### src/rtl/serial_flag_gen_pkg.sv
// Shared definitions for the bit-serial add/subtract flag generator:
// FSM state encoding, operand width, default slice width and small helpers.
package serial_flag_gen_pkg;

    // Operand and result width
    localparam int unsigned OP_WIDTH = 32;

    // Default number of bits processed per BUSY cycle
    localparam int unsigned DEFAULT_STEP = 4;

    // Controller states, 2-bit encoding
    typedef enum logic [1:0] {
        ST_IDLE = 2'b00,
        ST_BUSY = 2'b01,
        ST_DONE = 2'b10
    } state_t;

    // Number of BUSY cycles needed to walk the whole operand
    function automatic int unsigned num_slices(input int unsigned step);
        return OP_WIDTH / step;
    endfunction

    // Width of a counter able to index every slice (at least one bit)
    function automatic int unsigned slice_cnt_width(input int unsigned step);
        int unsigned n;
        n = OP_WIDTH / step;
        return (n > 1) ? $clog2(n) : 1;
    endfunction

endpackage

### src/rtl/serial_flag_gen_slice_adder.sv
// Combinational STEP-bit adder slice with carry-in. Besides the sum and the
// carry out of the MSB it reports the carry into the MSB, which the parent
// needs for the signed overflow rule on the final slice.
module slice_adder
    import serial_flag_gen_pkg::*;
#(
    parameter int unsigned STEP = DEFAULT_STEP
) (
    input  logic [STEP-1:0] a,
    input  logic [STEP-1:0] b,
    input  logic            cin,
    output logic [STEP-1:0] sum,
    output logic            cout,
    output logic            cmsb
);

    logic [STEP:0] total;

    // Ripple sum; carry into the MSB recovered from the MSB sum bit
    always_comb begin
        total = {1'b0, a} + {1'b0, b} + {{STEP{1'b0}}, cin};
        sum   = total[STEP-1:0];
        cout  = total[STEP];
        cmsb  = a[STEP-1] ^ b[STEP-1] ^ total[STEP-1];
    end

endmodule

### src/rtl/serial_flag_gen.sv
// Bit-serial 32-bit adder/subtractor producing R and the Z/V/N flags.
// One STEP-bit slice is added per BUSY cycle, LSB first; results and flags
// are published together on entry to DONE and hold until the next completion.
module serial_flag_gen
    import serial_flag_gen_pkg::*;
#(
    parameter int unsigned STEP = DEFAULT_STEP
) (
    input  logic                clk,
    input  logic                reset,
    input  logic                start,
    input  logic [OP_WIDTH-1:0] A,
    input  logic [OP_WIDTH-1:0] B,
    input  logic                Sub,
    input  logic                Sign,
    output logic                busy,
    output logic                done,
    output logic [OP_WIDTH-1:0] R,
    output logic                Z,
    output logic                V,
    output logic                N
);

    localparam int unsigned NSLICE = num_slices(STEP);
    localparam int unsigned CNT_W  = slice_cnt_width(STEP);
    localparam logic [CNT_W-1:0] LAST_SLICE = CNT_W'(NSLICE - 1);

    state_t              state;
    logic [OP_WIDTH-1:0] a_sh;
    logic [OP_WIDTH-1:0] b_sh;
    logic [OP_WIDTH-1:0] acc_r;
    logic                sign_q;
    logic                carry_q;
    logic                zacc_q;
    logic [CNT_W-1:0]    cnt_q;

    logic [STEP-1:0]     s_sum;
    logic                s_cout;
    logic                s_cmsb;
    logic [OP_WIDTH-1:0] acc_next;
    logic                zacc_next;
    logic                last_slice;

    slice_adder #(
        .STEP (STEP)
    ) u_slice (
        .a    (a_sh[STEP-1:0]),
        .b    (b_sh[STEP-1:0]),
        .cin  (carry_q),
        .sum  (s_sum),
        .cout (s_cout),
        .cmsb (s_cmsb)
    );

    // Next partial result (slice sum enters at the top) and zero accumulation
    always_comb begin
        acc_next   = (acc_r >> STEP) | (OP_WIDTH'(s_sum) << (OP_WIDTH - STEP));
        zacc_next  = zacc_q | (|s_sum);
        last_slice = (cnt_q == LAST_SLICE);
    end

    // Controller, datapath registers and registered outputs
    always_ff @(posedge clk) begin
        if (!reset) begin
            state   <= ST_IDLE;
            a_sh    <= '0;
            b_sh    <= '0;
            acc_r   <= '0;
            sign_q  <= 1'b0;
            carry_q <= 1'b0;
            zacc_q  <= 1'b0;
            cnt_q   <= '0;
            busy    <= 1'b0;
            done    <= 1'b0;
            R       <= '0;
            Z       <= 1'b0;
            V       <= 1'b0;
            N       <= 1'b0;
        end else begin
            case (state)
                ST_IDLE: begin
                    done <= 1'b0;
                    if (start) begin
                        // Subtraction is A + ~B + 1: invert B here, +1 via carry-in
                        a_sh    <= A;
                        b_sh    <= B ^ {OP_WIDTH{Sub}};
                        sign_q  <= Sign;
                        carry_q <= Sub;
                        cnt_q   <= '0;
                        zacc_q  <= 1'b0;
                        acc_r   <= '0;
                        busy    <= 1'b1;
                        state   <= ST_BUSY;
                    end
                end

                ST_BUSY: begin
                    a_sh    <= a_sh >> STEP;
                    b_sh    <= b_sh >> STEP;
                    carry_q <= s_cout;
                    acc_r   <= acc_next;
                    zacc_q  <= zacc_next;
                    if (last_slice) begin
                        cnt_q <= '0;
                        R     <= acc_next;
                        Z     <= ~zacc_next;
                        V     <= sign_q ? (s_cmsb ^ s_cout) : s_cout;
                        N     <= acc_next[OP_WIDTH-1];
                        done  <= 1'b1;
                        state <= ST_DONE;
                    end else begin
                        cnt_q <= cnt_q + CNT_W'(1);
                    end
                end

                ST_DONE: begin
                    done  <= 1'b0;
                    busy  <= 1'b0;
                    state <= ST_IDLE;
                end

                default: begin
                    done  <= 1'b0;
                    busy  <= 1'b0;
                    state <= ST_IDLE;
                end
            endcase
        end
    end

endmodule

### config.mk
export PLATFORM = sky130hd
export DESIGN_NAME = serial_flag_gen
export DESIGN_NICKNAME = d
export VERILOG_FILES = /design/src/rtl/serial_flag_gen_pkg.sv /design/src/rtl/serial_flag_gen_slice_adder.sv /design/src/rtl/serial_flag_gen.sv
export SDC_FILE = /design/constraint.sdc
export NUM_CORES = 1
export LEC_CHECK = 0
export CORE_MARGIN = 5
export CORE_UTILIZATION = 45
export CTS_CLUSTER_SIZE = 24
export DETAILED_ROUTE_END_ITERATION = 10
export DONT_BUFFER_PORTS = 1
export SYNTH_ARGS = -nofsm -noshare
export SYNTH_HDL_FRONTEND = slang
export SYNTH_SLANG_ARGS = --single-unit
export TNS_END_PERCENT = 5
### constraint.sdc
create_clock -name clk -period 2.4 [get_ports clk]
set_clock_uncertainty 0.1 [all_clocks]
set_input_delay 0.24 -clock clk [delete_from_list [all_inputs] [get_ports clk]]
set_output_delay 0.24 -clock clk [all_outputs]
set_load 0.03 [all_outputs]
# Yosys cells after proc, flatten, opt, wreduce, memory -nomap -nowiden
# Cells that the tools add are included.
[word_totals]
elab_cells = 57
out_inout_bits = 37
reg_bits = 141
inputBits = 69
[classes]
n_addsub = 3
n_mux = 19
reduce_logical = 9
bitwise_logic = 8
eq_ne = 4
[ops]
columns = ["cell", "n"]
rows = [
  ["$pmux 32 s2", 3],
  ["$mux 32", 3],
  ["$or 28x32->32", 1],
  ["$xor 32x32->32", 1],
  ["$reduce_and 2->1", 6],
  ["$mux 3", 2],
  ["$pmux 1 s2", 3],
  ["$pmux 3 s2", 1],
  ["$add 4x4->5", 1],
  ["$add 5x1->5", 1],
  ["$mux 1", 4],
  ["$mux 2", 2],
  ["$ne 2x2->1 const B", 2],
  ["$pmux 2 s2", 1],
  ["$reduce_or 4->1", 1],
  ["$add 3x1->3 const B", 1],
  ["$eq 3x3->1 const B", 1],
  ["$xor 1x1->1", 3],
  ["$eq 2x1->1 const B", 1],
  ["$logic_not 2->1", 1],
  ["$not 1->1", 2],
  ["$reduce_bool 2->1", 1],
  ["$or 1x1->1", 1],
]

# Longest topological paths before layout
# Gate-level depths: netlist (run 1).
[depth]
word_depth = 5
mapped_depth = 8
depth_no_buf = 8

# Modules after synthesis
# From an unflattened synthesis (run 1), not the netlist that was laid out.
[unflattened]
cells_unflattened = 592
area_unflattened_um2 = 5600.4
[by_module_without_submodules]
columns = ["mod", "n_inst", "area_each_um2", "seq_area_each_um2", "cells_each"]
rows = [
  ["serial_flag_gen", 1, 5459.0, 2722.6, 575],
  ["slice_adder", 1, 141.4, 0.0, 17],
]

# Least setup slack after synthesis (run 1)
# Ideal clock, no wire load.
[synth_timing]
kind = "flip-flop to flip-flop"
start = "register a_sh[0]"
end = "register Z"
required_ns = 2.241
arrival_ns = 1.811
synth_period_minus_slack_ns = 1.970
path_buffers = 0
slack_ns = 0.430
path_stages_with_launch = 9
cell_sequence = "dfxtp_1 inv_1 fa_1 inv_1 fa_1 nor2_1 nand4_1 mux2i_1 a31o_1"
[synth_between]
elab_chain_len = 5
[synth_lines]
columns = ["element", "line", "source"]
rows = [
  ["from (decl)", "serial_flag_gen.sv:29", "logic [OP_WIDTH-1:0] a_sh;"],
  ["from (signal assigned)", "serial_flag_gen.sv:98", "a_sh <= a_sh >> STEP;"],
  ["$add 4x4->5", "serial_flag_gen_slice_adder.sv:21", "total = {1'b0, a} + {1'b0, b} + {{STEP{1'b0}}, cin};"],
  ["$add 5x1->5", "serial_flag_gen_slice_adder.sv:21", ""],
  ["$reduce_or 4->1", "serial_flag_gen.sv:58", "zacc_next = zacc_q | (|s_sum);"],
  ["$or 1x1->1", "serial_flag_gen.sv:58", ""],
  ["$not 1->1", "serial_flag_gen.sv:106", "Z <= ~zacc_next;"],
  ["to (signal assigned)", "serial_flag_gen.sv:106", ""],
  ["to (decl)", "serial_flag_gen.sv:19", "output logic Z,"],
]
# Every way passes these cells.
# A chain may end at the register's enable or synchronous reset.

# Worst setup path after layout (run 1)
[layout_timing]
start = "register a_sh[0]"
end = "register zacc_q"
[layout_between]
elab_chain_len = 5
[layout_lines]
columns = ["element", "line", "source"]
rows = [
  ["$add 4x4->5", "serial_flag_gen_slice_adder.sv:21", ""],
  ["$add 5x1->5", "serial_flag_gen_slice_adder.sv:21", ""],
  ["$reduce_or 4->1", "serial_flag_gen.sv:58", ""],
  ["$or 1x1->1", "serial_flag_gen.sv:58", ""],
  ["$pmux 1 s2", "serial_flag_gen.sv:80", "case (state)"],
  ["to (signal assigned)", "serial_flag_gen.sv:102", "zacc_q <= zacc_next;"],
  ["to (decl)", "serial_flag_gen.sv:34", "logic zacc_q;"],
]
# Every way passes these cells.

==> results of run 1 <==
[per-stage QoR]
step	setup slack [ns]	hold slack (ns)
5_1_grt	0.06473	0.02747
4_1_cts	0.2555	0.004887
3_5_place_dp	0.2717	0.2697
6_report	0.2656	0.02406
3_3_place_gp	0.3604	0.2783
2_1_floorplan	0.4304	0.3025
[layout make-up]
cell class | instances | area [um^2] | area share
inverter | 6 | 22.52 | 0.003294
sequential | 136 | 2724 | 0.3984
tap | 176 | 220.2 | 0.03220
timing repair buffer | 35 | 345.3 | 0.05050
multi-input combinational | 457 | 2922 | 0.4273
clock buffer | 17 | 425.4 | 0.06221
clock inverter | 15 | 178.9 | 0.02617
[flip-flops by register name, indices dropped and copies added, names as in the netlist, 2 cells and up]
| signal | cells |
|---|---|
| cnt_q | 3 |
| R | 32 |
| acc_r | 28 |
| b_sh | 32 |
| state | 2 |
| a_sh | 32 |
[timing repair]
| item | CTS | global route |
|---|---|---|
| gates resized for setup | 0 | 0 |
| hold endpoints to repair | 106 | 0 |
| hold buffers | 21 | 0 |
| setup endpoints to repair | 0 | 0 |
[path summary, 6_finish.rpt]
check            from       end  slack [ns]  depth (start not counted)
max           a_sh[0]    zacc_q        0.27                          8
min             B[30]  b_sh[30]        0.02                          3
max reg2reg   a_sh[0]    zacc_q        0.27                          8
min reg2reg  acc_r[6]      R[2]        0.38                          2
[synth_stat cells, types with 2 or more instances]
library cell / number / share of area
a21boi_0: 5 / 0.0062
a21boi_1: 24 / 0.030
a21oi_1: 19 / 0.016
a22o_1: 28 / 0.041
a22oi_1: 35 / 0.044
a311oi_1: 5 / 0.0073
a311oi_2: 9 / 0.022
a31o_1: 2 / 0.0029
and2_1: 32 / 0.033
and3_1: 2 / 0.0021
buf_2: 19 / 0.016
buf_4: 13 / 0.016
buf_6: 7 / 0.013
clkbuf_1: 18 / 0.011
dfxtp_1: 136 / 0.45
fa_1: 2 / 0.0067
ha_1: 5 / 0.010
inv_1: 6 / 0.0037
mux2i_1: 2 / 0.0033
nand2_1: 114 / 0.071
nand2_2: 9 / 0.0094
nand2b_1: 4 / 0.0042
nor2_1: 35 / 0.022
nor2b_1: 27 / 0.028
o211a_1: 2 / 0.0033
o21a_1: 2 / 0.0025
o21ai_0: 34 / 0.028
o221a_2: 13 / 0.024
xor2_1: 34 / 0.049
[report_power, final]
group / total [mW] / internal [mW] / switching (mW)
combinational: 0.521 / 0.247 / 0.274
clock: 2.64 / 1.57 / 1.07
sequential: 2.43 / 2.36 / 0.0703
[critical path, cell delays in order, from the launching register on]
cell	delay, ns
dfxtp_1	0.34
inv_1	0.06
fa_1	0.42
inv_1	0.08
fa_1	0.45
nor2_1	0.16
nand4_1	0.10
mux2i_1	0.20
o21ai_0	0.10
[per-layer routing]
metal | vias up | track usage | routed length [um]
met3 | 19 | 0.05207 | 703
met1 | 2100 | 0.2092 | 5826
met4 | 0 | 0.06378 | 263
li1 | 2260 | - | -
met5 | - | 0 | 0
met2 | 97 | 0.2785 | 6337
[cell families after synthesis]
group | synth area share
AO/OA/AOI/OAI | 0.2346
XOR/XNOR | 0.05095
adder cells (fa/ha/maj) | 0.01705
buffers and inverters | 0.06321
flip-flops | 0.4525
multiplexers | 0.003327
AND/OR/NAND/NOR | 0.1784
[cells in the final DEF, fill, tap and decap left out, types with 5 or more instances in the layout]
cell / synthesis / layout
nor2_1: 35 / 35
a311oi_2: 9 / 9
buf_4: 13 / 13
a21oi_1: 19 / 19
ha_1: 5 / 5
clkbuf_16: 0 / 17
dlygate4sd3_1: 0 / 20
inv_6: 0 / 6
inv_1: 6 / 6
and2_1: 32 / 32
a311oi_1: 5 / 5
a21boi_0: 5 / 5
o21ai_0: 34 / 34
xor2_1: 34 / 34
nand2_2: 9 / 9
a22oi_1: 35 / 35
a22o_1: 28 / 28
a21boi_1: 24 / 24
o221a_2: 13 / 13
nor2b_1: 27 / 26
nand2_1: 114 / 114
dfxtp_1: 136 / 135
==> impl_metrics.yaml, run 1 <==
clock_network:
  post_cts_buffers: 0
  cts_buffer_depth: 2
  cts_num_sinks: 136
  clock_latency_ns: 0.41
  cts_root_buf: "clkbuf_16"
  cts_tree: "yes"
  clk_pin_slew_ns: 0.06
  h-tree-depth: 4
  cts_made_buffers: 17
synth:
  synth_seq_cells: 136
  synthCells: 658
  yosysSeqAreaShare: 0.4525
  postSynth.asyncResetShare: 0
  syn_area_um2: 6017
  ys_types: 44
  synth_edf_count: 0
  avgSynthCellArea_um2: 9.144
  yosysWarnings: 0
  synth_nets: 734
  synth_top_flop_cell: "dfxtp_1"
route:
  drcViolationCount: 0
  wire_per_inst_um: 15.60
  drtAntennaViolNets: 0
  vias: 4476
  drt-vias-per-instance: 5.316
  finalWirelength_um: 13130
  drt_first_pass_iters: 4
  drtIter0Drc: 207
place:
  finalWeightedCongestion: 0.7612
  io_buffers: 0
  dp_hpwl_um: 8488
  dp.cells: 789
  place_area_um2: 6006
global_routing:
  grtUsageTotal: 0.1693
  grt_overflow: 0
  grt_pass1_vias: 4468
  grt_pass1_wl_um: 22130
  antenna_found_initial: 0
  grt_start_max_net_pins: 94
worst_setup_path:
  end_kind: "flop"
  critPathArrivalTime_ns: 2.33
  crit_type: "flop to flop"
  critPathLaunchType: "flop"
  crit_required_ns: 2.60
  cp_max_fo: 3
power_and_ir_drop:
  p_total_mw: 5.597
  leakage_nw: 2.630
  ir_drop_v: 0.0005259
  power_density_nw_per_um2: 818.5
status:
  status: "finished, final reports clean"
sta:
  post-route-period-util: 0.8893
  setup_violations: 0
  fmax_mhz: 468.5
  finalHoldViolations: 0
  relSlewSlack: 0.4446
  slew_violations: 0
  fin_crit_ns: 2.134
  rsz0062_at_grt: "false"
  worstMarginPinSlew_ns: 0.8331
  setup_tns_ns: 0
final_layout:
  final_util: 0.5184
  layout.cells.non_filler: 842
  design_area_um2: 6838
  antenna_cells: 0
  drive_gt1_frac: 0.1246
  fillers: 1233
  nNetsFinal: 729
  syn2layout_area_growth_pct: 13.64
floorplan:
  die_area_um2: 15780
  die_y_um: 125.6
  num_rows: 42
  core_um2: 13190
  die_w_um: 125.6
  ios: 106
  start_util: 0.4562
run:
  cap_violations: 0
worst_hold_path:
  hp-class: "input pin to flop"
Power figures use the tool's default switching activity.
==> run 2: changes to the inputs <==
CORE_UTILIZATION = 63   (was 45)
PLACE_DENSITY = 0.79   (was default)
==> run 2 against run 1 <==
Compared with the run above:
- clock power decreased by 3%
- worst setup slack lost 0.059 ns
- non-clock buffer count increased by 14
- combinational power is 8.3% higher
- sequential cell count is the same
- clock-buffer cell count up 1
- total power down 0.75%
- core utilization is 23 points higher
- worst hold slack lost 0.024 ns
- critical endpoint is now Z
==> impl_metrics.yaml, run 2 (same netlist as run 1, synthesis figures left out) <==
floorplan:
  die_w_um: 107.7
  num_rows: 35
  ios: 106
  die_y_um: 107.7
  die_area_um2: 11610
  start_util: 0.6481
  core_um2: 9284
worst_setup_path:
  crit_required_ns: 2.75
  cp.depth: 8
  critPathArrivalTime_ns: 2.54
  crit_buf_inv: 2
  worstRegToRegCells: 8
  end_kind: "flop"
  cp_max_fo: 3
  critPathSlowestCell: "fa_1"
  crit_type: "flop to flop"
  cpPeakStageDelay_ns: 0.45
  path_cells: "inv_1 -> fa_1 -> inv_1 -> fa_1 -> nor2_1 -> nand4_1 -> mux2i_1 -> a31o_1"
  cp_top_family: "adder cells"
  critPathLaunchType: "flop"
clock_network:
  cts_buffer_depth: 2
  clock_latency_ns: 0.51
  clk_pin_slew_ns: 0.06
  h-tree-depth: 4
  cts_tree: "yes"
  cts_num_sinks: 136
  cts_root_buf: "clkbuf_8"
  cts_made_buffers: 17
  cts_hold_buf: 36
  post_cts_buffers: 0
  ctsResizeCount: 0
place:
  dp_hpwl_um: 8342
  dp_slack_ns: 0.2538
  finalWeightedCongestion: 0.8069
  place_area_um2: 5964
  io_buffers: 0
route:
  finalWirelength_um: 13850
  drcViolationCount: 0
  drtIter0Drc: 263
  drt-vias-per-instance: 5.873
  drtAntennaViolNets: 0
  wire_per_inst_um: 17.12
  drt_first_pass_iters: 6
  vias: 4751
global_routing:
  grt_start_max_net_pins: 94
  antenna_found_initial: 0
  grtUsageTotal: 0.2377
  grt_use_met3: 0.06839
  grt_busiest_layer: "met2"
  grt_overflow: 0
  globalRouteMet1Util: 0.2679
  use_met2: 0.4139
  grt_pass1_vias: 4774
  grt_pass1_wl_um: 22330
status:
  status: "finished, final reports clean"
worst_hold_path:
  hold_depth: 3
  hp-class: "input pin to flop"
final_layout:
  final_common_cell: "dfxtp_1"
  syn2layout_area_growth_pct: 15.20
  nNetsFinal: 743
  reg.largest.list: "R (32), a_sh (32), b_sh (32)"
  design_area_um2: 6932
  drive_gt1_frac: 0.1206
  final_cell_mix: "dfxtp_1 (135), nand2_1 (114), nor2_1 (35), a22oi_1 (35), dlygate4sd3_1 (35)"
  antenna_cells: 0
power_and_ir_drop:
  leakage_nw: 2.689
  power_density_nw_per_um2: 801.4
  ir_drop_v: 0.0004676
sta:
  setup_violations: 0
  fin_crit_ns: 2.193
  rsz0062_at_grt: "false"
  slew_violations: 0
  fmax_mhz: 456.0
  worstMarginPinSlew_ns: 0.9969
  finalWorstSetupSlack_ns: 0.2068
  relSlewSlack: 0.3354
  setup_tns_ns: 0
  finalHoldViolations: 0
  post-route-period-util: 0.9138
  holdWs_ns: 0.0004221
run:
  cap_violations: 0
-- run 2: cell count changes in the layout (fill, tap and decap cells not counted) --
cell,delta
buf_12,+2
buf_4,-3
clkbuf_16,-1
clkbuf_8,+2
clkinv_2,+1
dlygate4sd3_1,+15
inv_8,-2
-- run 2: power breakdown --
part | internal, mW | total (mW) | switching (mW)
combinational | 0.264 | 0.564 | 0.300
clock | 1.53 | 2.56 | 1.02
sequential | 2.36 | 2.43 | 0.0721
total | 4.16 | 5.55 | 1.39
-- run 2: cell type report --
class / instances / area (um^2)
repair buffers: 49 / 513.0
well taps: 129 / 161.4
multi-input cells: 457 / 2922
inverters: 6 / 22.52
clock inverters: 14 / 161.4
fillers: 689 / 2352
clock buffers: 18 / 427.9
flip-flops and latches: 136 / 2724
-- run 2: worst min-delay path, cell delays in order --
cell     delay, ns
nor2_1        0.02
a21oi_1       0.13
o221a_2       0.19
-- run 2: through the flow --
step | std cells | utilization | total power, mW
4_1_cts | 809 | 0.7466 | 5.559
6_report | 809 | 0.7466 | 5.555
3_5_place_dp | 741 | 0.6425 | 2.952
2_1_floorplan | 658 | - | 2.904
3_3_place_gp | 741 | 0.6425 | 2.926
5_1_grt | 809 | 0.7466 | 5.746
-- run 2: per-layer routing --
layer	wire length, um	up-vias
met2	7024	182
met1	5434	2242
met4	456	0
met5	0	-
li1	-	2280
met3	935	47
-- run 2: worst paths after layout --
check	from	to	slack, ns
hold / removal	A[25]	a_sh[25]	0.0004
setup reg to reg	a_sh[0]	Z	0.21
hold reg to reg	acc_r[5]	R[1]	0.38
setup / recovery	a_sh[0]	Z	0.21
